--- src/rtl/qpd_sweep_ctrl_if.sv ---
// Control/status bundle between the QPD sweep controller and its host/capture logic.
// The controller connects through the slave modport, the driving side through master.
interface qpd_sweep_ctrl_if;
  logic        start;
  logic        abort;
  logic [7:0]  delay_start;
  logic [7:0]  delay_stop;
  logic [7:0]  delay_step;
  logic [7:0]  repeats;
  logic        capture_done;
  logic        trigger;
  logic [7:0]  cur_delay;
  logic [15:0] point_index;
  logic        busy;
  logic        done;
  logic        timeout_err;

  modport master (
    output start, abort, delay_start, delay_stop, delay_step, repeats, capture_done,
    input  trigger, cur_delay, point_index, busy, done, timeout_err
  );

  modport slave (
    input  start, abort, delay_start, delay_stop, delay_step, repeats, capture_done,
    output trigger, cur_delay, point_index, busy, done, timeout_err
  );
endinterface

--- src/rtl/qpd_sweep_ctrl.sv ---
// Quarter-period delay sweep: steps a trigger delay from start to stop, firing
// `repeats` triggers per point and waiting for a capture acknowledge after each.
//
// state    | meaning
// S_IDLE   | waiting for start; outputs hold last sweep's values
// S_DELAY  | counting up to cur_delay, trigger fires on the matching cycle
// S_WAIT   | waiting for capture_done, bounded by TIMEOUT_CYCLES
// S_NEXT   | repeat the point or advance the delay
// S_FINISH | one-cycle done pulse, then back to idle
module qpd_sweep_ctrl #(
  parameter int TIMEOUT_CYCLES   = 65535,
  parameter int SAMPLE_FREQUENCY = 100000
) (
  input  logic            sclock,
  input  logic            rst,
  qpd_sweep_ctrl_if.slave bus
);

  if (TIMEOUT_CYCLES < 1 || TIMEOUT_CYCLES > 65536 || SAMPLE_FREQUENCY < 1) begin : g_param_check
    $error("qpd_sweep_ctrl: TIMEOUT_CYCLES must be 1..65536 and SAMPLE_FREQUENCY positive");
  end

  localparam logic [15:0] TO_LAST = 16'(TIMEOUT_CYCLES - 1);

  typedef enum logic [2:0] {
    S_IDLE, S_DELAY, S_WAIT, S_NEXT, S_FINISH
  } state_t;

  state_t      state_q, state_d;
  logic [15:0] cnt_q, cnt_d;
  logic [7:0]  rep_cnt_q, rep_cnt_d;
  logic [7:0]  cur_delay_q, cur_delay_d;
  logic [15:0] point_index_q, point_index_d;
  logic [7:0]  stop_q, stop_d;
  logic [7:0]  step_q, step_d;
  logic [7:0]  repeats_q, repeats_d;
  logic        trig_q, trig_d;
  logic        done_q, done_d;
  logic        busy_q, busy_d;
  logic        tout_q, tout_d;

  logic [8:0]  nxt;
  logic [7:0]  rep_lim;
  logic        rep_last;

  assign nxt      = {1'b0, cur_delay_q} + {1'b0, step_q};
  assign rep_lim  = (repeats_q == 8'd0) ? 8'd1 : repeats_q;
  assign rep_last = ({1'b0, rep_cnt_q} + 9'd1) >= {1'b0, rep_lim};

  // trig_q is computed one cycle ahead so it is high exactly on the cycle whose
  // DELAY count equals cur_delay; in DELAY it doubles as the "count matched" flag.
  always_comb begin
    state_d       = state_q;
    cnt_d         = cnt_q;
    rep_cnt_d     = rep_cnt_q;
    cur_delay_d   = cur_delay_q;
    point_index_d = point_index_q;
    stop_d        = stop_q;
    step_d        = step_q;
    repeats_d     = repeats_q;
    trig_d        = 1'b0;
    done_d        = 1'b0;
    tout_d        = tout_q;

    case (state_q)
      S_IDLE: begin
        if (bus.start) begin
          stop_d        = bus.delay_stop;
          step_d        = bus.delay_step;
          repeats_d     = bus.repeats;
          cur_delay_d   = bus.delay_start;
          rep_cnt_d     = 8'd0;
          point_index_d = 16'd0;
          tout_d        = 1'b0;
          cnt_d         = 16'd0;
          trig_d        = (bus.delay_start == 8'd0);
          state_d       = S_DELAY;
        end
      end
      S_DELAY: begin
        if (trig_q) begin
          point_index_d = point_index_q + 16'd1;
          cnt_d         = 16'd0;
          state_d       = S_WAIT;
        end else begin
          cnt_d  = cnt_q + 16'd1;
          trig_d = ((cnt_q[7:0] + 8'd1) == cur_delay_q);
        end
      end
      S_WAIT: begin
        if (bus.capture_done) begin
          cnt_d   = 16'd0;
          state_d = S_NEXT;
        end else if (cnt_q == TO_LAST) begin
          cnt_d   = 16'd0;
          tout_d  = 1'b1;
          done_d  = 1'b1;
          state_d = S_FINISH;
        end else begin
          cnt_d = cnt_q + 16'd1;
        end
      end
      S_NEXT: begin
        cnt_d = 16'd0;
        if (!rep_last) begin
          rep_cnt_d = rep_cnt_q + 8'd1;
          trig_d    = (cur_delay_q == 8'd0);
          state_d   = S_DELAY;
        end else if (nxt > {1'b0, stop_q} || nxt[8] || step_q == 8'd0) begin
          done_d  = 1'b1;
          state_d = S_FINISH;
        end else begin
          cur_delay_d = nxt[7:0];
          rep_cnt_d   = 8'd0;
          state_d     = S_DELAY;
        end
      end
      S_FINISH: state_d = S_IDLE;
      default:  state_d = S_IDLE;
    endcase

    if (bus.abort && state_q != S_IDLE) begin
      state_d = S_IDLE;
      cnt_d   = 16'd0;
      trig_d  = 1'b0;
      done_d  = 1'b0;
    end

    busy_d = (state_d != S_IDLE);
  end

  always_ff @(posedge sclock) begin
    if (rst) begin
      state_q       <= S_IDLE;
      cnt_q         <= 16'd0;
      rep_cnt_q     <= 8'd0;
      cur_delay_q   <= 8'd0;
      point_index_q <= 16'd0;
      stop_q        <= 8'd0;
      step_q        <= 8'd0;
      repeats_q     <= 8'd0;
      trig_q        <= 1'b0;
      done_q        <= 1'b0;
      busy_q        <= 1'b0;
      tout_q        <= 1'b0;
    end else begin
      state_q       <= state_d;
      cnt_q         <= cnt_d;
      rep_cnt_q     <= rep_cnt_d;
      cur_delay_q   <= cur_delay_d;
      point_index_q <= point_index_d;
      stop_q        <= stop_d;
      step_q        <= step_d;
      repeats_q     <= repeats_d;
      trig_q        <= trig_d;
      done_q        <= done_d;
      busy_q        <= busy_d;
      tout_q        <= tout_d;
    end
  end

  assign bus.trigger     = trig_q;
  assign bus.cur_delay   = cur_delay_q;
  assign bus.point_index = point_index_q;
  assign bus.busy        = busy_q;
  assign bus.done        = done_q;
  assign bus.timeout_err = tout_q;

endmodule

--- src/flat_wrapper.sv ---
// flat-port wrapper written by rule: the top's interface ports become plain ports
module qpd_sweep_ctrl_flat 
#(
  parameter int TIMEOUT_CYCLES   = 65535,
  parameter int SAMPLE_FREQUENCY = 100000
)
  (sclock, rst, bus_start, bus_abort, bus_delay_start, bus_delay_stop, bus_delay_step, bus_repeats, bus_capture_done, bus_trigger, bus_cur_delay, bus_point_index, bus_busy, bus_done, bus_timeout_err);
  qpd_sweep_ctrl_if bus_i ();
  input  logic sclock;
  input  logic rst;
  input wire logic [$bits(bus_i.start)-1:0] bus_start;
  input wire logic [$bits(bus_i.abort)-1:0] bus_abort;
  input wire logic [$bits(bus_i.delay_start)-1:0] bus_delay_start;
  input wire logic [$bits(bus_i.delay_stop)-1:0] bus_delay_stop;
  input wire logic [$bits(bus_i.delay_step)-1:0] bus_delay_step;
  input wire logic [$bits(bus_i.repeats)-1:0] bus_repeats;
  input wire logic [$bits(bus_i.capture_done)-1:0] bus_capture_done;
  output wire logic [$bits(bus_i.trigger)-1:0] bus_trigger;
  output wire logic [$bits(bus_i.cur_delay)-1:0] bus_cur_delay;
  output wire logic [$bits(bus_i.point_index)-1:0] bus_point_index;
  output wire logic [$bits(bus_i.busy)-1:0] bus_busy;
  output wire logic [$bits(bus_i.done)-1:0] bus_done;
  output wire logic [$bits(bus_i.timeout_err)-1:0] bus_timeout_err;
  assign bus_i.start = bus_start;
  assign bus_i.abort = bus_abort;
  assign bus_i.delay_start = bus_delay_start;
  assign bus_i.delay_stop = bus_delay_stop;
  assign bus_i.delay_step = bus_delay_step;
  assign bus_i.repeats = bus_repeats;
  assign bus_i.capture_done = bus_capture_done;
  assign bus_trigger = bus_i.trigger;
  assign bus_cur_delay = bus_i.cur_delay;
  assign bus_point_index = bus_i.point_index;
  assign bus_busy = bus_i.busy;
  assign bus_done = bus_i.done;
  assign bus_timeout_err = bus_i.timeout_err;
  qpd_sweep_ctrl #(.TIMEOUT_CYCLES(TIMEOUT_CYCLES), .SAMPLE_FREQUENCY(SAMPLE_FREQUENCY)) u_core (.sclock(sclock), .rst(rst), .bus(bus_i));
endmodule
--- config.mk ---
export PLATFORM = sky130hd
export DESIGN_NAME = qpd_sweep_ctrl_flat
export DESIGN_NICKNAME = d
export VERILOG_FILES = /design/src/rtl/qpd_sweep_ctrl_if.sv /design/src/rtl/qpd_sweep_ctrl.sv /design/src/flat_wrapper.sv
export SDC_FILE = /design/constraint.sdc
export NUM_CORES = 1
export LEC_CHECK = 0
export ABC_CLOCK_PERIOD_IN_PS = 5750
export CORE_ASPECT_RATIO = 0.8
export CORE_MARGIN = 2
export CORE_UTILIZATION = 31
export DETAILED_ROUTE_END_ITERATION = 10
export DONT_BUFFER_PORTS = 1
export SYNTH_ARGS = -nofsm -noshare
export SYNTH_HDL_FRONTEND = slang
export SYNTH_SLANG_ARGS = --single-unit
--- constraint.sdc ---
create_clock -name sclock -period 5.75 [get_ports sclock]
set_input_delay 1.15 -clock sclock [delete_from_list [all_inputs] [get_ports sclock]]
set_output_delay 1.15 -clock sclock [all_outputs]
set_load 0.02 [all_outputs]
==> summary.md, run 1 <==
| Metric | Value |
|---|---|
| Type of origin of the critical path | register |
| Post-detail-place hpwl | 8942 um |
| Share of post-route cells with drive strength above 1 | 0.07014 |
| Top cell type's share of synthesized area | 0.3355 |
| Setup Buffers After CTS | 0 |
| CP dominant cell by count | ha_1 |
| Die height | 114.3 um |
| Syn avg cell area | 8.213 um^2 |
| Leak pwr | 1.871 nW |
| Area growth syn-to-layout | 7.802% |
| Crit. End Element | register |
| # Max-Cap Violations | 0 |
| Sequential fraction of the synthesis area | 0.3355 |
| WP buf/inv | 0 |
| Initial antenna violation count | 0 |
| DRT Pass-1 Iters | 4 |
| Tot GR Track Use | 0.1516 |
| Cell Area, Synth | 0.004715 mm^2 |
| Vias per cell | 5.356 |
| Dpl ws | 1872 ps |
| Count leader, synth | nand2_1 |
| Status | completed |
| Initial DRC Count | 255 |
| Core ar. | 0.01496 mm^2 |
| Synth cell types | 69 |
| Synth warn | 0 |
| Hold Crit Class | reg -> reg |
| Number of enable flip-flop cells after synthesis | 0 |
| Row cnt | 40 |
| Final Skew | 7.540 ps |
| Final Hold Fails | 0 |
| Max Clk Rate | 0.2557 GHz |
| Cts hold-fix bufs | 0 |
| Post-DP Area | 0.004786 mm^2 |
| Core Util, Final | 0.3396 |
| Final ANT Viol Nets | 0 |
| Syn Inst Count | 574 |
| VDD IR max | 129.7 uV |
| Actual slew at the worst max-slew pin | 913.2 ps |
| Largest net degree at the start of global routing | 56 |
| Final min period | 3910 ps |
| Port Buffers | 0 |
| Worst path cell trace | ha_1 -> fa_1 -> a211oi_2 -> nor2_1 -> o31ai_4 -> xnor2_1 -> ha_1 -> a22o_1 -> nor4_1 -> o21a_1 -> o221ai_2 -> o31a_1 -> mux2_4 |
| Placed Cells | 729 |
| Unrepaired setup endpoints after global routing | no |
| CP max-delay cell | o31a_1 |
| Fin cells | 745 |
| Final Slew Violations | 0 |
| Worst hold slack | 450.8 ps |
| Setup CP Type | reg -> reg |
| Synthesized net count | 640 |
| GRT overflow | 0 |
| Resize count post-CTS | 0 |
| Crit path required time | 5990 ps |
| WHS Endpoint | u_core.repeats_q[1]$_SDFFE_PP0P_ |
| Vias | 3990 |
| Fill cell count | 1531 |
| CP max FO | 8 |
| CTS tree | done |
| Total power | 1.330 mW |
| Setup TNS | 0 ps |
| Die W | 141.9 um |
| Rel. slew slack | 0.3897 |
| Reg2Reg Launch Point | u_core.bus.cur_delay[0]$_SDFFE_PP0P_ |
| DRT Wirelength | 11990 um |
| CTS max path bufs | 2 |
| Skew-Pair Late Insertion Delay | 340 ps |
| Synth cell count leaders | nand2_1, dfxtp_1, a21oi_1 |
| I/O pin count | 65 |
| Largest delay share family, worst path | compound AO/OA/AOI/OAI gates |
| CTS clock-pin slew for the worst setup and hold paths | 60 ps |
| Clock root cell | clkbuf_16 |
| Full die area | 0.01622 mm^2 |
| Number of global-route vias before repair | 3798 |
| Worst path depth | 13 |
| ANT cells | 0 |
| Top FF cell, synth | dfxtp_1 |
| Critical path arrival | 4150 ps |
| Pwr/cell area | 261.8 mW/mm^2 |
| Final Setup Violations | 0 |
| Total CTS buffers | 9 |
| DRC violations left | 0 |
| Hold_sp | u_core.repeats_q[1]$_SDFFE_PP0P_ |
| Final period util | 0.6800 |
| Synth top area cells | dfxtp_1, ha_1, nand2_1 |
| Asr flop ratio synth | 0 |
| H-tree levels | 3 |
| Clk sinks | 79 |
| End of the worst register-to-register path | u_core.bus.cur_delay[1]$_SDFFE_PP0P_ |
| Hold Path Cell Cnt | 2 |
| Final Worst Setup Slack | 1840 ps |
| Synth Register Bits | 79 |
| FF-to-FF setup slack | 1840 ps |
| WL/cell | 16.09 um |
| Gpl congestion | 0.9147 |
| Layout Nets | 617 |
| Yosys top cell by area | dfxtp_1 |
| Fin area | 0.005082 mm^2 |
| Max stage delay on crit path | 460 ps |
| Global-route wire length before repair | 19460 um |
| Initial Util | 0.3151 |
| FF-to-FF path depth | 13 |
==> worst register-to-register path, delay by kind of cell (launching register included) <==
family	cells	cell delay, ps
mux	1	350
fa+ha+maj	3	1060
flops	1	440
simple gates	2	290
compound gates	6	1470
xor+xnor	1	180
==> power breakdown <==
group / internal, mW / switching, mW / leakage, nW
Combinational: 0.0736 / 0.100 / 1.08
Clock: 0.339 / 0.225 / 0.145
Sequential: 0.564 / 0.0277 / 0.642
Total: 0.977 / 0.353 / 1.87
==> cell type report <==
class | instances | area (um^2) | area share
Inverter | 21 | 78.83 | 0.01551
Timing Repair Buffer | 1 | 7.507 | 0.001477
Clock buffer | 14 | 284.0 | 0.05588
Sequential cell | 79 | 1582 | 0.3112
Tap cell | 189 | 236.5 | 0.04653
Multi-Input combinational cell | 439 | 2882 | 0.5670
Clock inverter | 2 | 12.51 | 0.002462
==> worst max-delay path by stage <==
stage / slack, ps / start / to
2_1_floorplan: 2240 / u_core.bus.cur_delay[0]$_SDFFE_PP0P_ / u_core.bus.cur_delay[0]$_SDFFE_PP0P_
3_3_place_gp: 1960 / u_core.bus.cur_delay[0]$_SDFFE_PP0P_ / u_core.bus.cur_delay[0]$_SDFFE_PP0P_
3_5_place_dp: 1870 / u_core.bus.cur_delay[0]$_SDFFE_PP0P_ / u_core.bus.cur_delay[0]$_SDFFE_PP0P_
4_1_cts: 1840 / u_core.bus.cur_delay[0]$_SDFFE_PP0P_ / u_core.bus.cur_delay[1]$_SDFFE_PP0P_
5_1_grt: 1630 / u_core.bus.cur_delay[0]$_SDFFE_PP0P_ / u_core.bus.cur_delay[3]$_SDFFE_PP0P_
6_report: 1840 / u_core.bus.cur_delay[0]$_SDFFE_PP0P_ / u_core.bus.cur_delay[1]$_SDFFE_PP0P_
==> placed cells by master (no fill, tap or decap), types with 2 or more instances in the layout <==
| cell | n |
|---|---|
| or3_1 | 5 |
| ha_1 | 28 |
| o21a_1 | 4 |
| nor2b_1 | 11 |
| o311ai_0 | 2 |
| nand2_1 | 88 |
| or2_2 | 3 |
| o21ai_0 | 10 |
| clkbuf_16 | 9 |
| and2_1 | 3 |
| dfxtp_1 | 79 |
| nand3_1 | 15 |
| a31oi_1 | 12 |
| a21oi_1 | 53 |
| a22o_1 | 2 |
| a211oi_1 | 7 |
| a22oi_1 | 4 |
| and3_1 | 8 |
| mux2i_1 | 6 |
| nor2_1 | 43 |
| xor2_1 | 17 |
| nor3_1 | 9 |
| o31ai_1 | 5 |
| nand2b_1 | 7 |
| inv_1 | 21 |
| xnor2_1 | 15 |
| o211ai_1 | 5 |
| nor4_1 | 10 |
| mux2_4 | 6 |
| o31a_1 | 2 |
| a21o_1 | 6 |
| a311oi_1 | 5 |
| a41oi_1 | 2 |
| nand4_1 | 15 |
| clkbuf_8 | 4 |
==> state kept, by name, summed over array words and instances (netlist names), 3 cells and up <==
name                    count
u_core.bus.cur_delay        8
u_core.stop_q               8
u_core.state_q              3
u_core.repeats_q            8
u_core.step_q               8
u_core.cnt_q               16
u_core.bus.point_index     16
u_core.rep_cnt_q            8
==> cells by family (layout without fill, tap and decap cells) <==
family,after synthesis,in the layout,synth area share
and+or+nand+nor,233,233,0.2460
muxes,12,12,0.03185
DFF,79,79,0.3355
AOI/OAI and AO/OA,133,133,0.1935
adders and majority gates,29,29,0.07856
xor gates and xnor gates,32,32,0.05945
buffers and inverters,56,38,0.05520
==> layer usage <==
layer	share of wire	wire length, um	vias to the layer above	global-route usage
met5	0	0	-	0
met4	0.022	266	0	0.06933
met3	0.047	569	20	0.03764
met2	0.45	5388	89	0.2343
met1	0.48	5766	1880	0.2005
li1	-	-	2001	-
Note: power is estimated with default switching activity, not from simulation.
==> run 2: changes to the inputs <==
Settings changed: ABC_CLOCK_PERIOD_IN_PS 5750 to 3160.
Clock period 5.75 ns to 3.16 ns, I/O delays scaled along.
==> summary.md, run 2 (same netlist as run 1, synthesis figures left out) <==
| Metric | Value |
|---|---|
| CTS max path bufs | 2 |
| Reg2Reg Launch Point | u_core.bus.cur_delay[0]$_SDFFE_PP0P_ |
| Final Worst Setup Slack | -186.9 ps |
| Initial antenna violation count | 0 |
| Commonest cells after routing, fill and taps aside | nand2_1, dfxtp_1, a21oi_1 |
| Unrepaired setup endpoints after global routing | yes |
| Initial Util | 0.3151 |
| Final period util | 1.059 |
| Tot GR Track Use | 0.1550 |
| CTS clock-pin slew for the worst setup and hold paths | 60 ps |
| Total power | 2.529 mW |
| Dpl ws | -370.0 ps |
| Clock root cell | clkbuf_16 |
| Type of origin of the critical path | register |
| Layout Nets | 660 |
| Hold_sp | rst |
| Number of global-route vias before repair | 4081 |
| Post-detail-place hpwl | 9065 um |
| DRT Wirelength | 12220 um |
| # Max-Cap Violations | 0 |
| Critical path arrival | 3580 ps |
| Clk sinks | 79 |
| Status | complete, but fails checks |
| Die W | 141.9 um |
| WL/cell | 15.51 um |
| Crit. End Element | register |
| Port Buffers | 0 |
| Skew-Pair Late Insertion Delay | 350 ps |
| Final Setup Violations | 17 |
| Net Sw Frac | 0.2723 |
| Max Clk Rate | 0.2988 GHz |
| Hold Crit Class | in -> reg |
| FF-to-FF setup slack | -190 ps |
| Clock share of power | 0.419 |
| H-tree levels | 3 |
| Setup TNS | -2283 ps |
| P_int | 1.841 mW |
| Vias | 4164 |
| Row cnt | 40 |
| DRT Pass-1 Iters | 4 |
| Total CTS buffers | 9 |
| Core Util, Final | 0.3672 |
| Hold Path Cell Cnt | 1 |
| Crit path required time | 3390 ps |
| FF-to-FF path depth | 13 |
| Full die area | 0.01622 mm^2 |
| Comb power frac | 0.163 |
| Final Hold Fails | 0 |
| Largest net degree at the start of global routing | 56 |
| DRC violations left | 0 |
| Failing checks | setup timing |
| Actual slew at the worst max-slew pin | 730.1 ps |
| Post-DP Area | 0.005072 mm^2 |
| Setup CP Type | reg -> reg |
| Rel. slew slack | 0.5118 |
| Leading cell type in the layout, fill and taps excluded | nand2_1 |
| Pwr/cell area | 460.3 mW/mm^2 |
| Core ar. | 0.01496 mm^2 |
| ANT cells | 0 |
| Fin area | 0.005495 mm^2 |
| WHS Endpoint | u_core.stop_q[0]$_SDFFE_PP0P_ |
| Vias per cell | 5.284 |
| Final ANT Viol Nets | 0 |
| Leak pwr | 2.116 nW |
| GRT overflow | 0 |
| VDD IR max | 347.7 uV |
| CP max FO | 8 |
| Final min period | 3347 ps |
| Reg power frac | 0.418 |
| Final Slew Violations | 0 |
| Initial DRC Count | 254 |
| CP max-delay cell | o31a_4 |
| Global-route wire length before repair | 20010 um |
| Worst path cell trace | ha_4 -> fa_2 -> a211oi_2 -> nor2_2 -> o31ai_4 -> xnor2_2 -> ha_1 -> a22o_1 -> nor4_2 -> o21a_1 -> o221ai_2 -> o31a_4 -> mux2_4 |
| Die height | 114.3 um |
| End of the worst register-to-register path | u_core.bus.cur_delay[2]$_SDFFE_PP0P_ |
| Share of post-route cells with drive strength above 1 | 0.1669 |
| Area growth syn-to-layout | 16.56% |
| Final Skew | 5.562 ps |
| Gpl congestion | 0.8453 |
| I/O pin count | 65 |
| CTS tree | done |
| Sw power | 0.6886 mW |
| Max stage delay on crit path | 380 ps |
[run 2: through the flow]
step,instances,hold slack (ps)
floorplan,574,436.3
global placement,766,435.6
detailed placement,766,443.0
CTS,787,333.1
global route,788,338.7
finish,788,343.9
[run 2: per-layer routing]
| metal | GRT usage | share of wire | routed length [um] | vias up |
|---|---|---|---|---|
| li1 | - | - | - | 2088 |
| met1 | 0.2017 | 0.48 | 5856 | 1996 |
| met2 | 0.2524 | 0.47 | 5703 | 67 |
| met3 | 0.03011 | 0.038 | 467 | 13 |
| met4 | 0.06533 | 0.016 | 194 | 0 |
| met5 | 0 | 0 | 0 | - |
[run 2: what timing repair did]
| item | in CTS | in global routing |
|---|---|---|
| buffers inserted | 5 | 1 |
| pin swaps | 3 | 1 |
| hold buffers | 0 | 0 |
| gates resized for setup | 13 | 4 |
| setup endpoints to repair | 19 | 19 |
[run 2: cell type report]
| type | instances | area, um^2 |
|---|---|---|
| clock inverter | 6 | 60.06 |
| sequential | 79 | 1590 |
| timing repair buffer | 44 | 334.1 |
| tap | 189 | 236.5 |
| clock buffer | 10 | 239.0 |
| multi-input combinational | 439 | 2957 |
| fill | 1500 | 9469 |
| inverter | 21 | 78.83 |
[run 2: how the worst max path moves through the flow]
stage                                         startpoint  depth (start not counted)                                    to  slack (ps)
finish              u_core.bus.cur_delay[0]$_SDFFE_PP0P_                         13  u_core.bus.cur_delay[2]$_SDFFE_PP0P_        -190
global route        u_core.bus.cur_delay[0]$_SDFFE_PP0P_                         13  u_core.bus.cur_delay[2]$_SDFFE_PP0P_        -310
CTS                 u_core.bus.cur_delay[0]$_SDFFE_PP0P_                         13  u_core.bus.cur_delay[7]$_SDFFE_PP0P_        -210
detailed placement  u_core.bus.cur_delay[0]$_SDFFE_PP0P_                         13  u_core.bus.cur_delay[7]$_SDFFE_PP0P_        -370
global placement    u_core.bus.cur_delay[0]$_SDFFE_PP0P_                         13  u_core.bus.cur_delay[1]$_SDFFE_PP0P_        -260
floorplan           u_core.bus.cur_delay[0]$_SDFFE_PP0P_                         14  u_core.bus.cur_delay[0]$_SDFFE_PP0P_        -190
[run 2: worst max-delay path, delay by kind of cell, from the launching register on]
kind,cells,cell delay (ps)
compound gates,6,1390
fa+ha+maj,3,800
flops,1,340
mux,1,310
simple gates,2,240
xor+xnor,1,160
[run 2: power by group through the flow]
stage / clock (mW) / sequential [mW] / combinational, mW
3_5_place_dp: 0 / 1.08 / 0.390
5_1_grt: 1.12 / 1.06 / 0.453
6_report: 1.06 / 1.06 / 0.413
3_3_place_gp: 0 / 1.08 / 0.380
4_1_cts: 1.08 / 1.06 / 0.409
2_1_floorplan: 0 / 1.08 / 0.273
==> run 3: changes to the inputs <==
Settings changed: PLACE_DENSITY set to 0.56.
==> summary.md, run 3 (same netlist as run 1, synthesis figures left out) <==
| Metric | Value |
|---|---|
| Status | complete, but fails checks |
| Failing checks | setup timing |
| Tot GR Track Use | 0.1609 |
| Final Worst Setup Slack | -157.1 ps |
| Vias | 4148 |
| Global-route wire length before repair | 20460 um |
| DRC violations left | 0 |
| Final Slew Violations | 0 |
| WL/cell | 15.99 um |
| CP max FO | 8 |
| CTS max path bufs | 2 |
| Initial Util | 0.3151 |
| Crit. End Element | register |
| Hold Crit Class | in -> reg |
| CP max-delay cell | o31a_4 |
| Area of the multi-input gates | 0.002968 mm^2 |
| Vias per cell | 5.284 |
| Commonest cells after routing, fill and taps aside | nand2_1, dfxtp_1, a21oi_1 |
| Die height | 114.3 um |
| Final Skew | 4.124 ps |
| # Max-Cap Violations | 0 |
| Max stage delay on crit path | 390 ps |
| Share of post-route cells with drive strength above 1 | 0.1661 |
| Actual slew at the worst max-slew pin | 814.7 ps |
| Final min period | 3317 ps |
| Post-detail-place hpwl | 9182 um |
| DRT Pass-1 Iters | 4 |
| Leak pwr | 2.111 nW |
| Post-DP Area | 0.005100 mm^2 |
| Largest net degree at the start of global routing | 56 |
| DRT Wirelength | 12560 um |
| Initial antenna violation count | 0 |
| Setup CP Type | reg -> reg |
| Leading cell type in the layout, fill and taps excluded | nand2_1 |
| Gpl congestion | 0.8274 |
| GRT overflow | 0 |
| WP buf/inv | 0 |
| Final ANT Viol Nets | 0 |
| ANT cells | 0 |
| Setup TNS | -1988 ps |
| Crit path required time | 3390 ps |
| Worst path cell trace | ha_4 -> fa_2 -> a211oi_2 -> nor2_2 -> o31ai_4 -> xnor2_2 -> ha_1 -> a22o_1 -> nor4_2 -> o21a_1 -> o221ai_2 -> o31a_4 -> mux2_4 |
| Dpl ws | -314.9 ps |
| Max Clk Rate | 0.3015 GHz |
| Pwr/cell area | 457.4 mW/mm^2 |
| CTS tree | done |
| Row cnt | 40 |
| Total CTS buffers | 9 |
| Full die area | 0.01622 mm^2 |
| CTS clock-pin slew for the worst setup and hold paths | 60 ps |
| Fill cell count | 1517 |
| I/O pin count | 65 |
| Sequential cell area | 0.001590 mm^2 |
| Rel. slew slack | 0.4552 |
| Die W | 141.9 um |
| Skew-Pair Late Insertion Delay | 350 ps |
| Clk sinks | 79 |
| Layout Nets | 659 |
| Final Setup Violations | 17 |
| Fin area | 0.005499 mm^2 |
| Port Buffers | 0 |
| Final Hold Fails | 0 |
| Area growth syn-to-layout | 16.64% |
| Core ar. | 0.01496 mm^2 |
| Unrepaired setup endpoints after global routing | yes |
| Worst hold slack | 350.3 ps |
| FF-to-FF setup slack | -160 ps |
| VDD IR max | 313.3 uV |
| H-tree levels | 3 |
| Largest delay share family, worst path | compound AO/OA/AOI/OAI gates |
| Number of global-route vias before repair | 4028 |
| Critical path arrival | 3550 ps |
| Initial DRC Count | 233 |
| Final period util | 1.050 |
| Clock root cell | clkbuf_16 |
| Type of origin of the critical path | register |
-- run 3: cell count changes in the layout (fill, tap and decap cells not counted), sizes merged --
cell      delta
buf          -1
clkinv       -1
clkinvlp     -1
-- run 3: cell type report --
type | count | share of cell area
multi-input cells | 439 | 0.5397
flip-flops and latches | 79 | 0.2892
repair buffers | 43 | 0.06166
clock buffers | 10 | 0.04346
well taps | 189 | 0.04300
inverters | 21 | 0.01433
clock inverters | 4 | 0.008646
-- run 3: layer usage --
metal  up-vias  part of all wire  track usage
li1       2081                 -            -
met1      1958              0.47       0.2133
met2        91              0.45       0.2515
met3        18             0.054      0.04601
met4         0             0.016      0.05667
met5         -                 0            0
-- run 3: where the power goes --
group	total, mW	leakage, nW	switching (mW)	internal [mW]
combinational	0.422	1.33	0.236	0.186
sequential	1.06	0.644	0.0303	1.03
clock	1.04	0.140	0.414	0.621
total	2.52	2.11	0.680	1.83
-- run 3: repair_timing --
| action | 4_1_cts | 5_1_grt |
|---|---|---|
| setup endpoints to repair | 18 | 19 |
| setup buffers | 2 | 1 |
| hold buffers | 0 | 0 |
| pin swaps | 2 | 0 |
| gates resized for setup | 12 | 8 |
-- run 3: worst paths after layout --
check | endpoint | cells after the start | from
setup / recovery | u_core.bus.cur_delay[3]$_SDFFE_PP0P_ | 13 | u_core.bus.cur_delay[0]$_SDFFE_PP0P_
hold reg to reg | u_core.stop_q[5]$_SDFFE_PP0P_ | 2 | u_core.stop_q[5]$_SDFFE_PP0P_
hold / removal | u_core.bus.point_index[0]$_SDFFE_PP0P_ | 1 | rst
setup reg to reg | u_core.bus.cur_delay[3]$_SDFFE_PP0P_ | 13 | u_core.bus.cur_delay[0]$_SDFFE_PP0P_
-- run 3: worst reg2reg max path, cell delays in order, from the launching register on --
cell      delay [ps]
dfxtp_2          330
ha_4             170
fa_2             360
a211oi_2         220
nor2_2            90
o31ai_4          240
xnor2_2          160
ha_1             270
a22o_1           230
nor4_2           130
o21a_1           170
o221ai_2         130
o31a_4           390
mux2_4           320
-- run 3: metrics by stage --
| step | power (mW) | utilization | instances |
|---|---|---|---|
| 2_1_floorplan | 1.353 | - | 574 |
| 3_3_place_gp | 1.461 | 0.3408 | 768 |
| 3_5_place_dp | 1.473 | 0.3408 | 768 |
| 4_1_cts | 2.536 | 0.3647 | 784 |
| 5_1_grt | 2.646 | 0.3675 | 785 |
| 6_report | 2.515 | 0.3675 | 785 |
